===== src/rtl/wshb_if.sv =====
// Wishbone B4 classic bus bundle shared by the requesters and the slave.
// dat_ms carries master-to-slave data, dat_sm carries slave-to-master data.
interface wshb_if #(
   parameter int unsigned DW = 32,
   parameter int unsigned AW = 32
);
   logic          cyc;
   logic          stb;
   logic          we;
   logic [AW-1:0] adr;
   logic [DW/8-1:0] sel;
   logic [DW-1:0] dat_ms;
   logic [DW-1:0] dat_sm;
   logic          ack;
   logic          err;
   logic          rty;

   modport master (
      output cyc, stb, we, adr, sel, dat_ms,
      input  dat_sm, ack, err, rty
   );

   modport slave (
      input  cyc, stb, we, adr, sel, dat_ms,
      output dat_sm, ack, err, rty
   );
endinterface


===== src/rtl/wb_arbiter_2m.sv =====
// Two-requester Wishbone arbiter: round-robin ownership of one shared slave,
// combinational pass-through while owned, and a stalled-strobe watchdog.
module wb_arbiter_2m #(
   parameter int unsigned TIMEOUT = 64
) (
   input  logic       clk,
   input  logic       rst_n,
   wshb_if.slave      wb_m0,
   wshb_if.slave      wb_m1,
   wshb_if.master     wb_s,
   output logic [1:0] grant
);

   localparam int unsigned     CntW   = 10;
   localparam logic [CntW-1:0] WdLast = CntW'(TIMEOUT - 1);

   if (TIMEOUT < 2 || TIMEOUT > 1023) begin : g_timeout_range
      $error("wb_arbiter_2m: TIMEOUT must be within 2..1023");
   end

   typedef enum logic [1:0] {
      StIdle = 2'd0,
      StOwn0 = 2'd1,
      StOwn1 = 2'd2
   } state_e;

   state_e          state_q, state_d;
   logic            last_m1_q, last_m1_d;
   logic [CntW-1:0] wd_cnt_q, wd_cnt_d;
   logic            own0, own1;
   logic            own_stb;
   logic            slave_resp;
   logic            wd_hit;
   logic            wd_err;

   // State register; last_m1 resets high so m0 wins the first contest.
   always_ff @(posedge clk or negedge rst_n) begin
      if (!rst_n) begin
         state_q   <= StIdle;
         last_m1_q <= 1'b1;
      end else begin
         state_q   <= state_d;
         last_m1_q <= last_m1_d;
      end
   end

   always_comb begin
      state_d = state_q;
      unique case (state_q)
         StIdle: begin
            if (wb_m0.cyc && wb_m1.cyc) begin
               state_d = last_m1_q ? StOwn0 : StOwn1;
            end else if (wb_m0.cyc) begin
               state_d = StOwn0;
            end else if (wb_m1.cyc) begin
               state_d = StOwn1;
            end
         end
         StOwn0: if (!wb_m0.cyc) state_d = StIdle;
         StOwn1: if (!wb_m1.cyc) state_d = StIdle;
         default: state_d = StIdle;
      endcase
   end

   always_comb begin
      last_m1_d = last_m1_q;
      if (state_d == StOwn0) last_m1_d = 1'b0;
      if (state_d == StOwn1) last_m1_d = 1'b1;
   end

   assign own0       = (state_q == StOwn0);
   assign own1       = (state_q == StOwn1);
   assign own_stb    = (own0 && wb_m0.stb) || (own1 && wb_m1.stb);
   assign slave_resp = wb_s.ack || wb_s.err || wb_s.rty;

   // The hit is independent of the slave response so a combinational-ack
   // slave cannot close a loop through the forced-low strobe.
   assign wd_hit = own_stb && (wd_cnt_q == WdLast);
   assign wd_err = wd_hit && !wb_s.ack && !wb_s.rty;

   // Request path towards the slave, plus the state-decoded grant.
   always_comb begin
      grant       = 2'b00;
      wb_s.cyc    = 1'b0;
      wb_s.stb    = 1'b0;
      wb_s.we     = 1'b0;
      wb_s.adr    = '0;
      wb_s.sel    = '0;
      wb_s.dat_ms = '0;
      unique case (state_q)
         StOwn0: begin
            grant       = 2'b01;
            wb_s.cyc    = wb_m0.cyc;
            wb_s.stb    = wb_m0.stb && !wd_hit;
            wb_s.we     = wb_m0.we;
            wb_s.adr    = wb_m0.adr;
            wb_s.sel    = wb_m0.sel;
            wb_s.dat_ms = wb_m0.dat_ms;
         end
         StOwn1: begin
            grant       = 2'b10;
            wb_s.cyc    = wb_m1.cyc;
            wb_s.stb    = wb_m1.stb && !wd_hit;
            wb_s.we     = wb_m1.we;
            wb_s.adr    = wb_m1.adr;
            wb_s.sel    = wb_m1.sel;
            wb_s.dat_ms = wb_m1.dat_ms;
         end
         default: ;
      endcase
   end

   // Response path; kept apart from the request path to avoid a false loop.
   always_comb begin
      wb_m0.ack    = 1'b0;
      wb_m0.err    = 1'b0;
      wb_m0.rty    = 1'b0;
      wb_m0.dat_sm = '0;
      wb_m1.ack    = 1'b0;
      wb_m1.err    = 1'b0;
      wb_m1.rty    = 1'b0;
      wb_m1.dat_sm = '0;
      if (own0) begin
         wb_m0.ack    = wb_s.ack;
         wb_m0.err    = wb_s.err || wd_err;
         wb_m0.rty    = wb_s.rty;
         wb_m0.dat_sm = wb_s.dat_sm;
      end
      if (own1) begin
         wb_m1.ack    = wb_s.ack;
         wb_m1.err    = wb_s.err || wd_err;
         wb_m1.rty    = wb_s.rty;
         wb_m1.dat_sm = wb_s.dat_sm;
      end
   end

   always_comb begin
      if (state_d != state_q || !own_stb || slave_resp || wd_hit) begin
         wd_cnt_d = '0;
      end else begin
         wd_cnt_d = wd_cnt_q + CntW'(1);
      end
   end

   always_ff @(posedge clk or negedge rst_n) begin
      if (!rst_n) begin
         wd_cnt_q <= '0;
      end else begin
         wd_cnt_q <= wd_cnt_d;
      end
   end

endmodule


===== src/flat_wrapper.sv =====
// flat-port wrapper written by rule: the top's interface ports become plain ports
module wb_arbiter_2m_flat 
#(
   parameter int unsigned TIMEOUT = 64
)
  (clk, rst_n, grant, wb_m0_cyc, wb_m0_stb, wb_m0_we, wb_m0_adr, wb_m0_sel, wb_m0_dat_ms, wb_m0_dat_sm, wb_m0_ack, wb_m0_err, wb_m0_rty, wb_m1_cyc, wb_m1_stb, wb_m1_we, wb_m1_adr, wb_m1_sel, wb_m1_dat_ms, wb_m1_dat_sm, wb_m1_ack, wb_m1_err, wb_m1_rty, wb_s_cyc, wb_s_stb, wb_s_we, wb_s_adr, wb_s_sel, wb_s_dat_ms, wb_s_dat_sm, wb_s_ack, wb_s_err, wb_s_rty);
  wshb_if wb_m0_i ();
  wshb_if wb_m1_i ();
  wshb_if wb_s_i ();
  input  logic clk;
  input  logic rst_n;
  output logic [1:0] grant;
  input wire logic [$bits(wb_m0_i.cyc)-1:0] wb_m0_cyc;
  input wire logic [$bits(wb_m0_i.stb)-1:0] wb_m0_stb;
  input wire logic [$bits(wb_m0_i.we)-1:0] wb_m0_we;
  input wire logic [$bits(wb_m0_i.adr)-1:0] wb_m0_adr;
  input wire logic [$bits(wb_m0_i.sel)-1:0] wb_m0_sel;
  input wire logic [$bits(wb_m0_i.dat_ms)-1:0] wb_m0_dat_ms;
  output wire logic [$bits(wb_m0_i.dat_sm)-1:0] wb_m0_dat_sm;
  output wire logic [$bits(wb_m0_i.ack)-1:0] wb_m0_ack;
  output wire logic [$bits(wb_m0_i.err)-1:0] wb_m0_err;
  output wire logic [$bits(wb_m0_i.rty)-1:0] wb_m0_rty;
  input wire logic [$bits(wb_m1_i.cyc)-1:0] wb_m1_cyc;
  input wire logic [$bits(wb_m1_i.stb)-1:0] wb_m1_stb;
  input wire logic [$bits(wb_m1_i.we)-1:0] wb_m1_we;
  input wire logic [$bits(wb_m1_i.adr)-1:0] wb_m1_adr;
  input wire logic [$bits(wb_m1_i.sel)-1:0] wb_m1_sel;
  input wire logic [$bits(wb_m1_i.dat_ms)-1:0] wb_m1_dat_ms;
  output wire logic [$bits(wb_m1_i.dat_sm)-1:0] wb_m1_dat_sm;
  output wire logic [$bits(wb_m1_i.ack)-1:0] wb_m1_ack;
  output wire logic [$bits(wb_m1_i.err)-1:0] wb_m1_err;
  output wire logic [$bits(wb_m1_i.rty)-1:0] wb_m1_rty;
  output wire logic [$bits(wb_s_i.cyc)-1:0] wb_s_cyc;
  output wire logic [$bits(wb_s_i.stb)-1:0] wb_s_stb;
  output wire logic [$bits(wb_s_i.we)-1:0] wb_s_we;
  output wire logic [$bits(wb_s_i.adr)-1:0] wb_s_adr;
  output wire logic [$bits(wb_s_i.sel)-1:0] wb_s_sel;
  output wire logic [$bits(wb_s_i.dat_ms)-1:0] wb_s_dat_ms;
  input wire logic [$bits(wb_s_i.dat_sm)-1:0] wb_s_dat_sm;
  input wire logic [$bits(wb_s_i.ack)-1:0] wb_s_ack;
  input wire logic [$bits(wb_s_i.err)-1:0] wb_s_err;
  input wire logic [$bits(wb_s_i.rty)-1:0] wb_s_rty;
  assign wb_m0_i.cyc = wb_m0_cyc;
  assign wb_m0_i.stb = wb_m0_stb;
  assign wb_m0_i.we = wb_m0_we;
  assign wb_m0_i.adr = wb_m0_adr;
  assign wb_m0_i.sel = wb_m0_sel;
  assign wb_m0_i.dat_ms = wb_m0_dat_ms;
  assign wb_m0_dat_sm = wb_m0_i.dat_sm;
  assign wb_m0_ack = wb_m0_i.ack;
  assign wb_m0_err = wb_m0_i.err;
  assign wb_m0_rty = wb_m0_i.rty;
  assign wb_m1_i.cyc = wb_m1_cyc;
  assign wb_m1_i.stb = wb_m1_stb;
  assign wb_m1_i.we = wb_m1_we;
  assign wb_m1_i.adr = wb_m1_adr;
  assign wb_m1_i.sel = wb_m1_sel;
  assign wb_m1_i.dat_ms = wb_m1_dat_ms;
  assign wb_m1_dat_sm = wb_m1_i.dat_sm;
  assign wb_m1_ack = wb_m1_i.ack;
  assign wb_m1_err = wb_m1_i.err;
  assign wb_m1_rty = wb_m1_i.rty;
  assign wb_s_cyc = wb_s_i.cyc;
  assign wb_s_stb = wb_s_i.stb;
  assign wb_s_we = wb_s_i.we;
  assign wb_s_adr = wb_s_i.adr;
  assign wb_s_sel = wb_s_i.sel;
  assign wb_s_dat_ms = wb_s_i.dat_ms;
  assign wb_s_i.dat_sm = wb_s_dat_sm;
  assign wb_s_i.ack = wb_s_ack;
  assign wb_s_i.err = wb_s_err;
  assign wb_s_i.rty = wb_s_rty;
  wb_arbiter_2m #(.TIMEOUT(TIMEOUT)) u_core (.clk(clk), .rst_n(rst_n), .wb_m0(wb_m0_i), .wb_m1(wb_m1_i), .wb_s(wb_s_i), .grant(grant));
endmodule

===== config.mk =====
export PLATFORM = sky130hd
export DESIGN_NAME = wb_arbiter_2m_flat
export DESIGN_NICKNAME = d
export VERILOG_FILES = /design/src/rtl/wshb_if.sv /design/src/rtl/wb_arbiter_2m.sv /design/src/flat_wrapper.sv
export SDC_FILE = /design/constraint.sdc
export NUM_CORES = 1
export LEC_CHECK = 0
export BUFFER_PORTS_ARGS = -buffer_cell sky130_fd_sc_hd__buf_2
export CORE_AREA = 5 5 122 124
export DETAILED_ROUTE_END_ITERATION = 12
export DIE_AREA = 0 0 127 129
export PLACE_DENSITY = 0.54
export SYNTH_ARGS = -nofsm -noshare
export SYNTH_HDL_FRONTEND = slang
export SYNTH_SLANG_ARGS = --single-unit

===== constraint.sdc =====
create_clock -name clk -period 5.5 [get_ports clk]
set_clock_uncertainty 0.1 [all_clocks]
set_input_delay 0.55 -clock clk [delete_from_list [all_inputs] [get_ports clk]]
set_output_delay 0.55 -clock clk [all_outputs]
set_load 0.01 [all_outputs]

# Yosys cells after proc, flatten, opt, wreduce, memory -nomap -nowiden
# Index checks and enable logic that the tools add are counted.
# op_classes
mux	25
n_addsub	1
reduce_logical	21
eq_ne	6
# op_table
op	n
$pmux W32 S2	2
$mux W32	2
$mux W2	6
$add A10 B1 Y10 const B	1
$eq A10 B6 Y1 const B	1
$mux W10	1
$logic_and A1 B1 Y1	8
$mux W1	8
$pmux W4 S2	1
$logic_or A1 B1 Y1	7
$pmux W1 S2	3
$pmux W2 S3	1
$eq A2 B1 Y1 const B	2
$eq A2 B2 Y1 const B	2
$logic_not A1 Y1	4
$pmux W2 S2	1
$logic_not A2 Y1	1
$ne A2 B2 Y1	1
$reduce_bool A2 Y1	1
# word_totals
word_cells	56
register_bits	13
inputBits	179
out_inout_bits	143

# Depth between registers and ports, before layout
# Gate-level depths: netlist of the first run.
# depth
word_depth	9
mapped_depth	8
ltp_nobuf	7

# Worst setup path after synthesis of the first run
# Ideal clock, no wire load.
# synth_path
kind	reg-to-output
from	register u_core.state_q[1]
to	output wb_s_dat_ms[10]
path_stages_with_launch	8
t_arrival_ns	1.780
n_path_buf	3
required_ns	4.850
setup_slack_ns	3.070
path_cell_list	dfrtp_1 inv_1 ha_1 buf_2 clkbuf_1 buf_1 a22oi_1 nor2b_1
# synth_between
elab_chain_len	2
elab_cells_between_ends	3
classes_between	eq/ne: 2; mux: 1
# synth_lines
element	line_no	rtl
start: declaration	wb_arbiter_2m.sv:27	state_e state_q, state_d;
start signal: assignment	wb_arbiter_2m.sv:39	state_q <= StIdle;
start signal: assignment	wb_arbiter_2m.sv:42	state_q <= state_d;
$eq A2 B2 Y1 / $eq A2 B1 Y1 (equally long branches)	wb_arbiter_2m.sv:90	unique case (state_q)
$pmux W32 S2 *	wb_arbiter_2m.sv:90	
end: declaration	flat_wrapper.sv:38	output wire logic [$bits(wb_s_i.dat_ms)-1:0] wb_s_dat_ms;
# Every way passes the cells marked *; elsewhere a longest branch is shown, timed or not.

# Worst setup path after layout of the first run
# layout_path
from	register u_core.state_q[1]
to	output wb_s_adr[23]
# layout_between
elab_chain_len	2
elab_cells_between_ends	3
classes_between	eq/ne: 2; mux: 1
# layout_lines
element	line_no	rtl
$eq A2 B2 Y1 / $eq A2 B1 Y1 (equally long branches)	wb_arbiter_2m.sv:90	
$pmux W32 S2 *	wb_arbiter_2m.sv:90	
end: declaration	flat_wrapper.sv:36	output wire logic [$bits(wb_s_i.adr)-1:0] wb_s_adr;
# Marks and branches as above.

==> results of run 1 <==
[stage by stage]
step	instance area, um^2	setup WS (ps)	utilization	hold WS, ps	instances
finish	4250	2330	0.311	90.3	805
global route	4250	2110	0.311	109	805
CTS	4250	2320	0.311	95.2	805
detailed placement	4170	2580	0.305	351	801
global placement	4170	2590	0.305	354	801
floorplan	2430	3070	-	154	331
[layer usage]
metal	wire, um	GRT usage
met5	0	0
met4	49	0.0132
met3	714	0.0141
met2	6340	0.236
met1	5150	0.168
[flip-flops by register name, summed over array words and instances, names as in the netlist]
register and count:
u_core.wd_cnt_q 10, u_core.state_q 2, u_core.last_m1_q 1
[power breakdown]
group / total [mW] / leakage, nW / switching [mW] / internal, mW
sequential: 0.127 / 0.176 / 0.0197 / 0.108
clock: 0.134 / 0.0409 / 0.0374 / 0.0964
combinational: 1.32 / 2.05 / 0.735 / 0.588
total: 1.58 / 2.27 / 0.793 / 0.792
[kinds of logic after synthesis]
| family | share of synthesized area |
|---|---|
| AO/OA/AOI/OAI | 0.304 |
| XOR/XNOR | 0.0289 |
| adder cells (fa/ha/maj) | 0.0361 |
| buffers and inverters | 0.0644 |
| flip-flops | 0.134 |
| multiplexers | 0.00876 |
| AND/OR/NAND/NOR | 0.423 |
[final timing paths]
| kind | slack [ps] | to | depth (start not counted) |
|---|---|---|---|
| min reg2reg | 400 | u_core.wd_cnt_q[0] | 1 |
| max | 2330 | wb_s_adr[23] | 6 |
| min | 90 | u_core.wd_cnt_q[3] | 1 |
| max reg2reg | 2610 | u_core.last_m1_q | 8 |
| max in group asynchronous | 4930 | u_core.last_m1_q | 1 |
| min in group clk | 400 | u_core.wd_cnt_q[0] | 1 |
[synthesized netlist by cell type, drive strengths merged]
master,number,share of area
a211o,1,0.0036
a211oi,10,0.052
a21boi,1,0.0031
a21o,1,0.0031
a21oi,3,0.0062
a22o,1,0.0041
a22oi,71,0.22
and2,69,0.18
buf,6,0.013
clkbuf,28,0.043
dfrtp,12,0.12
dfstp,1,0.011
ha,7,0.036
inv,5,0.0077
mux2,1,0.0046
mux2i,1,0.0041
nand2,7,0.011
nand2b,3,0.0077
nand3,3,0.0062
nor2,4,0.0062
nor2b,73,0.19
nor3,4,0.0082
nor3b,1,0.0031
nor4,2,0.0052
o21a,1,0.0031
o21ai,3,0.0062
o32ai,1,0.0036
or2b,1,0.0031
or4,1,0.0031
or4b,1,0.0041
xnor2,6,0.022
xor2,2,0.0072
[cell type report]
class / instances / area, um^2 / share of cell area
flip-flops and latches: 13 / 327 / 0.0768
clock inverters: 1 / 5.00 / 0.00118
well taps: 180 / 225 / 0.0530
inverters: 5 / 18.8 / 0.00441
clock buffers: 3 / 75.1 / 0.0177
multi-input cells: 279 / 1970 / 0.464
repair buffers: 324 / 1630 / 0.383
[cells in the final DEF (no fill, tap or decap), types with 2 or more instances in the layout]
cell / instances
sky130_fd_sc_hd__nand3_1: 3
sky130_fd_sc_hd__buf_4: 3
sky130_fd_sc_hd__a211oi_2: 10
sky130_fd_sc_hd__a22oi_1: 71
sky130_fd_sc_hd__nand2_1: 7
sky130_fd_sc_hd__a21oi_1: 3
sky130_fd_sc_hd__xor2_1: 2
sky130_fd_sc_hd__xnor2_1: 6
sky130_fd_sc_hd__nor2b_1: 73
sky130_fd_sc_hd__and2_1: 69
sky130_fd_sc_hd__nor4_1: 2
sky130_fd_sc_hd__inv_1: 5
sky130_fd_sc_hd__nor3_1: 4
sky130_fd_sc_hd__dfrtp_1: 12
sky130_fd_sc_hd__ha_1: 4
sky130_fd_sc_hd__nand2b_1: 3
sky130_fd_sc_hd__nor2_1: 4
sky130_fd_sc_hd__ha_4: 2
sky130_fd_sc_hd__o21ai_0: 3
sky130_fd_sc_hd__clkbuf_16: 3
sky130_fd_sc_hd__buf_2: 321
==> impl_metrics.py, run 1 <==
metrics = {
    "timing": {
        "timing_max_transition_violations_final": 0,
        "final.setup.tns_ps": 0,
        "max_slew_margin": 0.280,
        "final_number_of_hold_violating_endpoints": 0,
        "report.final.setup_viol": 0,
        "unrepaired_setup_endpoints_after_global_routing": "no",
        "finalCritPeriodShare": 0.576,
        "measured_slew_at_the_worst_slew_check_pin_ps": 1080,
        "period_minus_slack_ps": 3170,
        "max_freq_mhz": 316,
    },
    "yosys": {
        "post_synth_inst_count": 331,
        "yosys_warn_count": 0,
        "synthesis.nets": 517,
        "yosysSeqAreaShare": 0.134,
        "postSynthRegisterBits": 13,
        "synth.lib_cells_used.distinct": 34,
        "avgSynthCellArea_um2": 7.34,
        "netlist_area_um2": 2430,
    },
    "global_routing": {
        "grt_start_max_net_pins": 72,
        "antenna_violations_before_repair": 0,
        "first_pass_grt_wire_length_um": 17700,
        "gr-total-overflow": 0,
        "first_global_vias": 3274,
        "grtUsageTotal": 0.128,
    },
    "worst_setup_path": {
        "timing.critical_path.from": "u_core.state_q[1]",
        "critical_path_required_ps": 4850,
        "worst_path_largest_cell_delay_ps": 570,
        "critPathMaxFanout": 59,
        "worst-setup-path-type": "register to output port",
        "end_kind": "output port",
        "timing.critical_path.buf_inv": 3,
        "timing.critical_path.slowest_stage_cell": "sky130_fd_sc_hd__buf_4",
        "worst_r2r_startpoint": "u_core.state_q[0]",
        "critical_path.top_delay_family": "buffers and inverters",
        "worstPathCellList": "inv_1 > ha_4 > buf_4 > a22oi_1 > nor2b_1 > buf_2",
        "critical_path_arrival_ps": 2520,
        "critPathLaunchType": "register",
    },
    "clocking": {
        "post-cts-setup-buffers": 0,
        "root_buffer": "sky130_fd_sc_hd__clkbuf_16",
        "tritoncts_clock_tree": "yes",
        "cts.reportedPaths.clkPinSlew_ps": 50,
        "htreeDepth": 1,
        "clock-sinks": 13,
        "clkLatencyLatePin_ps": 240,
        "post_cts_hold_buffer_count": 0,
        "cts_repair_resize_count": 0,
        "cts.path.max_buffers": 2,
        "cts_inserted_buffers": 3,
    },
    "power": {
        "p_leak_nw": 2.27,
        "totalPowerFinal_mw": 1.58,
        "power-per-cell-area_nw_per_um2": 373,
        "peakVddDrop_mv": 0.473,
    },
    "route": {
        "drc": 0,
        "routedWlPerCell_um": 15.2,
        "route.detailed.vias_per_inst": 4.31,
        "wl_um": 12300,
        "drt-initial-drc-count": 150,
        "route.vias.total": 3470,
        "antenna_left": 0,
        "dr.pass1.iters": 4,
    },
    "cells_and_area": {
        "antennaDiodeCount": 0,
        "drive_above_1_share": 0.550,
        "number_of_fill_cells_in_the_layout": 1517,
        "num-nets-final": 812,
        "layout-area-overhead-vs-synth_pct": 75.1,
    },
    "hold_path": {
        "hold_path.class": "input port to asynchronous set/reset pin",
    },
    "floorplan": {
        "fp.coreArea_um2": 13700,
        "die_h_um": 129,
        "horiz_die_dim_um": 127,
        "initial_utilization": 0.178,
        "floorplan.rows": 43,
        "die_area_um2": 16400,
        "ioPinCount": 322,
    },
    "place": {
        "hpwlAfterDp_um": 9950,
        "io_buffers": 321,
        "gpl.final_weighted_congestion": 0.840,
    },
    "flow_run": {
        "max_cap_violations": 0,
    },
    "run_status": {
        "status": "finished, final reports clean",
    },
}
(Power assumes the default switching activity.)
==> run 2: changes to the inputs <==
CORE_AREA = 5 5 124 126   (was 5 5 122 124)
DIE_AREA = 0 0 129 131   (was 0 0 127 129)
PLACE_DENSITY = 0.53   (was 0.54)
clock period = 3.2 ns   (was 5.5 ns; I/O delays follow)
==> impl_metrics.py, run 2 (synthesis results as in run 1) <==
metrics = {
    "floorplan": {
        "ioPinCount": 322,
        "die_area_um2": 16900,
        "floorplan.rows": 44,
        "initial_utilization": 0.171,
        "die_h_um": 131,
        "fp.coreArea_um2": 14200,
        "horiz_die_dim_um": 129,
    },
    "clocking": {
        "clock-sinks": 13,
        "root_buffer": "sky130_fd_sc_hd__clkbuf_16",
        "cts_repair_resize_count": 0,
        "htreeDepth": 1,
        "cts_inserted_buffers": 3,
        "cts.reportedPaths.clkPinSlew_ps": 40,
        "cts.path.max_buffers": 2,
        "tritoncts_clock_tree": "yes",
        "clkLatencyLatePin_ps": 240,
    },
    "power": {
        "peakVddDrop_mv": 0.362,
        "p_leak_nw": 2.28,
        "power-per-cell-area_nw_per_um2": 654,
    },
    "timing": {
        "final.setup.tns_ps": 0,
        "timing_max_transition_violations_final": 0,
        "unrepaired_setup_endpoints_after_global_routing": "no",
        "finalCritPeriodShare": 0.810,
        "measured_slew_at_the_worst_slew_check_pin_ps": 528,
        "period_minus_slack_ps": 2590,
        "final_number_of_hold_violating_endpoints": 0,
        "max_freq_mhz": 386,
        "report.final.setup_viol": 0,
        "max_slew_margin": 0.648,
        "post-route-worst-setup-slack_ps": 609,
    },
    "route": {
        "wl_um": 13300,
        "drt-initial-drc-count": 128,
        "route.detailed.vias_per_inst": 4.23,
        "routedWlPerCell_um": 16.4,
        "route.vias.total": 3427,
        "drc": 0,
        "dr.pass1.iters": 4,
        "antenna_left": 0,
    },
    "worst_setup_path": {
        "r2r_slack_ps": 610,
        "end_kind": "register",
        "worstReg2RegEnd": "u_core.wd_cnt_q[5]",
        "worst-r2r-cell-count": 6,
        "critical_path_arrival_ps": 2640,
        "worst_r2r_startpoint": "u_core.state_q[0]",
        "critPathMaxFanout": 10,
        "critPathLaunchType": "register",
        "critical_path_required_ps": 3250,
        "worst-setup-path-type": "register to register",
    },
    "cells_and_area": {
        "num-nets-final": 814,
        "antennaDiodeCount": 0,
        "number_of_fill_cells_in_the_layout": 1617,
        "largest_register_ff_count": 10,
        "largest_reg_by_ff_count": "u_core.wd_cnt_q",
        "layout_commonest_cell": "sky130_fd_sc_hd__buf_2",
        "layout-area-overhead-vs-synth_pct": 77.5,
        "top_regs": "u_core.wd_cnt_q: 10 flops, u_core.state_q: 2 flops, u_core.last_m1_q: 1 flops",
        "drive_above_1_share": 0.549,
        "layout.cells.most_common_list": "sky130_fd_sc_hd__buf_2 (321), sky130_fd_sc_hd__nor2b_1 (73), sky130_fd_sc_hd__a22oi_1 (71)",
    },
    "place": {
        "gpl.final_weighted_congestion": 0.828,
        "hpwlAfterDp_um": 10900,
        "worst_slack_after_detailed_placement_ps": 606,
        "io_buffers": 321,
    },
    "run_status": {
        "status": "finished, final reports clean",
    },
    "hold_path": {
        "hold_path.class": "input port to register",
        "hold_path_depth": 4,
        "worst_hold_path.endpoint": "u_core.state_q[0]",
        "min-delay-start": "wb_m1_cyc",
    },
    "global_routing": {
        "antenna_violations_before_repair": 0,
        "first_pass_grt_wire_length_um": 17300,
        "grt_start_max_net_pins": 107,
        "grtUsageTotal": 0.128,
        "gr-total-overflow": 0,
        "first_global_vias": 2944,
    },
    "flow_run": {
        "max_cap_violations": 0,
    },
}
-- run 2: final cells by class --
cell class                 count  area [um^2]  area share
inverter                       5         18.8     0.00435
multi-input combinational    279         1970       0.458
timing repair buffer         326         1680       0.391
tap                          184          230      0.0534
clock buffer                   4         78.8      0.0183
sequential                    13          327      0.0757
-- run 2: metal layers --
layer / up-vias / track usage / wire length, um
li1: 1748 / - / -
met1: 1547 / 0.167 / 5290
met2: 122 / 0.227 / 6910
met3: 10 / 0.0220 / 921
met4: 0 / 0.0216 / 150
met5: - / 0 / 0
-- run 2: how the worst max path moves through the flow --
stage / start / cells after the start / slack, ps / to
3_3_place_gp: u_core.state_q[0] / 6 / 640 / u_core.wd_cnt_q[9]
4_1_cts: u_core.state_q[0] / 6 / 610 / u_core.wd_cnt_q[5]
2_1_floorplan: u_core.state_q[1] / 8 / 1000 / u_core.last_m1_q
3_5_place_dp: u_core.state_q[0] / 6 / 610 / u_core.wd_cnt_q[5]
5_1_grt: u_core.state_q[1] / 6 / 450 / u_core.wd_cnt_q[5]
6_report: u_core.state_q[0] / 6 / 610 / u_core.wd_cnt_q[5]
-- run 2: per-stage QoR --
step / hold slack [ps] / cells / area, um^2 / power [mW] / util
6_report: 357 / 811 / 4310 / 2.82 / 0.304
5_1_grt: 391 / 811 / 4310 / 3.05 / 0.304
4_1_cts: 367 / 811 / 4310 / 2.88 / 0.304
3_5_place_dp: 123 / 806 / 4220 / 2.64 / 0.297
3_3_place_gp: 124 / 806 / 4220 / 2.64 / 0.297
2_1_floorplan: -75.6 / 331 / 2430 / 1.68 / -
-- run 2: critical path: stages, from the launching register on --
cell	delay [ps]
sky130_fd_sc_hd__dfrtp_1	510
sky130_fd_sc_hd__inv_1	170
sky130_fd_sc_hd__ha_2	250
sky130_fd_sc_hd__nor3b_1	140
sky130_fd_sc_hd__a211o_1	290
sky130_fd_sc_hd__or4b_1	740
sky130_fd_sc_hd__a211oi_2	300
-- run 2: power breakdown --
part           internal [mW]  total (mW)  switching (mW)
logic                   1.05        2.37            1.32
clock network          0.168       0.237          0.0686
registers              0.185       0.217          0.0318
total                   1.41        2.82            1.42
-- run 2: timing repair --
item                                   4_1_cts  5_1_grt
endpoints found under the hold margin       12        0
setup buffers                                0        0
hold buffers                                 1        0
==> run 3: changes to the inputs <==
ABC_AREA = 1   (was unset)
CORE_AREA = 5 5 121 123   (was 5 5 124 126)
DIE_AREA = 0 0 126 128   (was 0 0 129 131)
PLACE_DENSITY = 0.56   (was 0.53)
clock period = 2.3 ns   (was 3.2 ns; I/O delays follow)
==> impl_metrics.py, run 3 <==
metrics = {
    "clocking": {
        "clock-sinks": 13,
        "clkLatencyLatePin_ps": 240,
        "post-cts-setup-buffers": 0,
        "cts_inserted_buffers": 3,
        "tritoncts_clock_tree": "yes",
        "cts.path.max_buffers": 2,
        "htreeDepth": 1,
        "cts.reportedPaths.clkPinSlew_ps": 40,
        "root_buffer": "sky130_fd_sc_hd__clkbuf_16",
    },
    "cells_and_area": {
        "layout-area-overhead-vs-synth_pct": 80.1,
        "largest_register_ff_count": 10,
        "number_of_fill_cells_in_the_layout": 1581,
        "final-seq-area_um2": 328,
        "num-nets-final": 966,
        "layout_commonest_cell": "sky130_fd_sc_hd__buf_2",
        "layout.cells.most_common_list": "sky130_fd_sc_hd__buf_2 (321), sky130_fd_sc_hd__nand2_1 (224), sky130_fd_sc_hd__inv_1 (79)",
        "layout_utilization": 0.316,
        "largest_reg_by_ff_count": "u_core.wd_cnt_q",
        "multiInputGateArea_um2": 1640,
        "antennaDiodeCount": 0,
        "drive_above_1_share": 0.463,
        "top_regs": "u_core.wd_cnt_q: 10 flops, u_core.state_q: 2 flops, u_core.last_m1_q: 1 flops",
    },
    "timing": {
        "timing_max_transition_violations_final": 0,
        "measured_slew_at_the_worst_slew_check_pin_ps": 340,
        "unrepaired_setup_endpoints_after_global_routing": "no",
        "final_number_of_hold_violating_endpoints": 0,
        "final.setup.tns_ps": 0,
        "final.hold.worst_slack_ps": 304,
        "max_freq_mhz": 462,
        "max_slew_margin": 0.773,
        "post-route-worst-setup-slack_ps": 137,
        "finalCritPeriodShare": 0.940,
        "period_minus_slack_ps": 2160,
        "report.final.setup_viol": 0,
    },
    "yosys": {
        "yosysMostFrequentCell": "sky130_fd_sc_hd__nand2_1",
        "synth_common_cells": "sky130_fd_sc_hd__nand2_1 (224), sky130_fd_sc_hd__inv_1 (79), sky130_fd_sc_hd__a21oi_1 (71)",
        "postSynthRegisterBits": 13,
        "yosysSeqAreaShare": 0.137,
        "post-synth-top-area-fraction": 0.353,
        "yosys_warn_count": 0,
        "synthesis.nets": 662,
        "synth_async_sr_flop_share": 1.00,
        "synth.lib_cells_used.distinct": 23,
        "netlist_area_um2": 2380,
        "avgSynthCellArea_um2": 5.00,
        "synth_area_leader_cell": "sky130_fd_sc_hd__nand2_1",
        "post_synth_inst_count": 476,
        "postSynth.topFlopCell": "sky130_fd_sc_hd__dfrtp_1",
        "number_of_synthesized_flops_with_an_enable_pin": 0,
        "synth_top_cells_by_area": "sky130_fd_sc_hd__nand2_1 (35%), sky130_fd_sc_hd__a21oi_1 (15%), sky130_fd_sc_hd__dfrtp_1 (13%)",
    },
    "place": {
        "io_buffers": 321,
        "gpl.final_weighted_congestion": 0.827,
        "worst_slack_after_detailed_placement_ps": 302,
        "hpwlAfterDp_um": 9670,
    },
    "global_routing": {
        "grtUsageTotal": 0.126,
        "first_global_vias": 3460,
        "first_pass_grt_wire_length_um": 17100,
        "gr-total-overflow": 0,
        "antenna_violations_before_repair": 1,
        "grt_start_max_net_pins": 59,
    },
    "route": {
        "drt-initial-drc-count": 134,
        "drc": 0,
        "dr.pass1.iters": 4,
        "route.vias.total": 3871,
        "antenna_left": 0,
        "route.detailed.vias_per_inst": 4.04,
        "routedWlPerCell_um": 12.2,
        "wl_um": 11700,
    },
    "worst_setup_path": {
        "critical_path_arrival_ps": 1830,
        "timing.critical_path.buf_inv": 3,
        "critPathLaunchType": "register",
        "end_kind": "output port",
        "timing.critical_path.slowest_stage_cell": "sky130_fd_sc_hd__dfrtp_2",
        "critical_path_required_ps": 1970,
        "worstPathCellList": "inv_1 > ha_4 > buf_12 > nand2_1 > a21oi_1 > buf_2",
        "critical_path.top_delay_family": "buffers and inverters",
        "worst-setup-path-type": "register to output port",
        "critPathMaxFanout": 58,
        "worst_path_largest_cell_delay_ps": 450,
    },
    "power": {
        "totalPowerFinal_mw": 4.07,
        "peakVddDrop_mv": 0.416,
        "power-per-cell-area_nw_per_um2": 949,
        "p_leak_nw": 2.89,
    },
    "floorplan": {
        "die_h_um": 128,
        "fp.coreArea_um2": 13600,
        "initial_utilization": 0.176,
        "floorplan.rows": 43,
        "die_area_um2": 16100,
        "horiz_die_dim_um": 126,
        "ioPinCount": 322,
    },
    "flow_run": {
        "max_cap_violations": 0,
    },
    "run_status": {
        "status": "finished, final reports clean",
    },
    "hold_path": {
        "hold_path.class": "input port to asynchronous set/reset pin",
    },
}
[run 3: per-stage QoR]
step,instances,instance area [um^2]
2_1_floorplan,476,2380
3_3_place_gp,954,4190
3_5_place_dp,954,4190
4_1_cts,959,4280
5_1_grt,959,4290
6_report,959,4290
[run 3: final cells by class]
class                           instances  share of cell area
Clock buffer                            3              0.0175
Clock inverter                          1             0.00117
Inverter                               80              0.0700
Multi-Input combinational cell        352               0.382
Sequential cell                        13              0.0764
Tap cell                              180              0.0525
Timing Repair Buffer                  330               0.401
[run 3: logic make-up after synthesis]
kind of cell / after synthesis / share of synthesized area
multiplexers: 1 / 0.00473
adder cells (fa/ha/maj): 7 / 0.0368
XOR/XNOR: 8 / 0.0294
buffers and inverters: 111 / 0.185
AO/OA/AOI/OAI: 72 / 0.152
AND/OR/NAND/NOR: 264 / 0.454
flip-flops: 13 / 0.137
[run 3: path summary, 6_finish.rpt]
path                                    startpoint                  to  slack [ps]  cells after the start
worst max register to register   u_core.state_q[1]    u_core.last_m1_q         370                      9
worst max-delay path             u_core.state_q[1]     wb_s_dat_ms[13]         140                      6
worst min-delay path                         rst_n  u_core.wd_cnt_q[7]         300                      2
min in group clk                         wb_m1_cyc   u_core.state_q[0]         340                      6
max in group asynchronous                    rst_n    u_core.last_m1_q        1520                      2
worst min register to register  u_core.wd_cnt_q[0]  u_core.wd_cnt_q[0]         370                      1
[run 3: timing repair]
| item | in CTS | in global routing |
|---|---|---|
| endpoints found under the setup margin | 0 | 34 |
| hold buffers | 1 | 0 |
| gates resized for setup | 0 | 2 |
| hold endpoints to repair | 12 | 0 |
[run 3: routing by layer]
layer / track usage / part of all wire / wire [um] / vias up
li1: - / - / - / 2017
met1: 0.155 / 0.39 / 4510 / 1632
met2: 0.223 / 0.50 / 5820 / 198
met3: 0.0217 / 0.094 / 1090 / 22
met4: 0.0372 / 0.022 / 255 / 2
met5: 0 / 0.00060 / 7 / -
[run 3: where the power goes]
group,switching [mW],internal (mW)
Clock,0.0935,0.231
Sequential,0.0257,0.262
Combinational,2.22,1.24
[run 3: worst reg2reg max path: cells and delay by family (launching register included)]
family,cells,cell delay (ps)
adder cells (fa/ha/maj),2,480
buffers and inverters,2,210
flip-flops,1,450
multiplexers,1,320
AND/OR/NAND/NOR,4,300
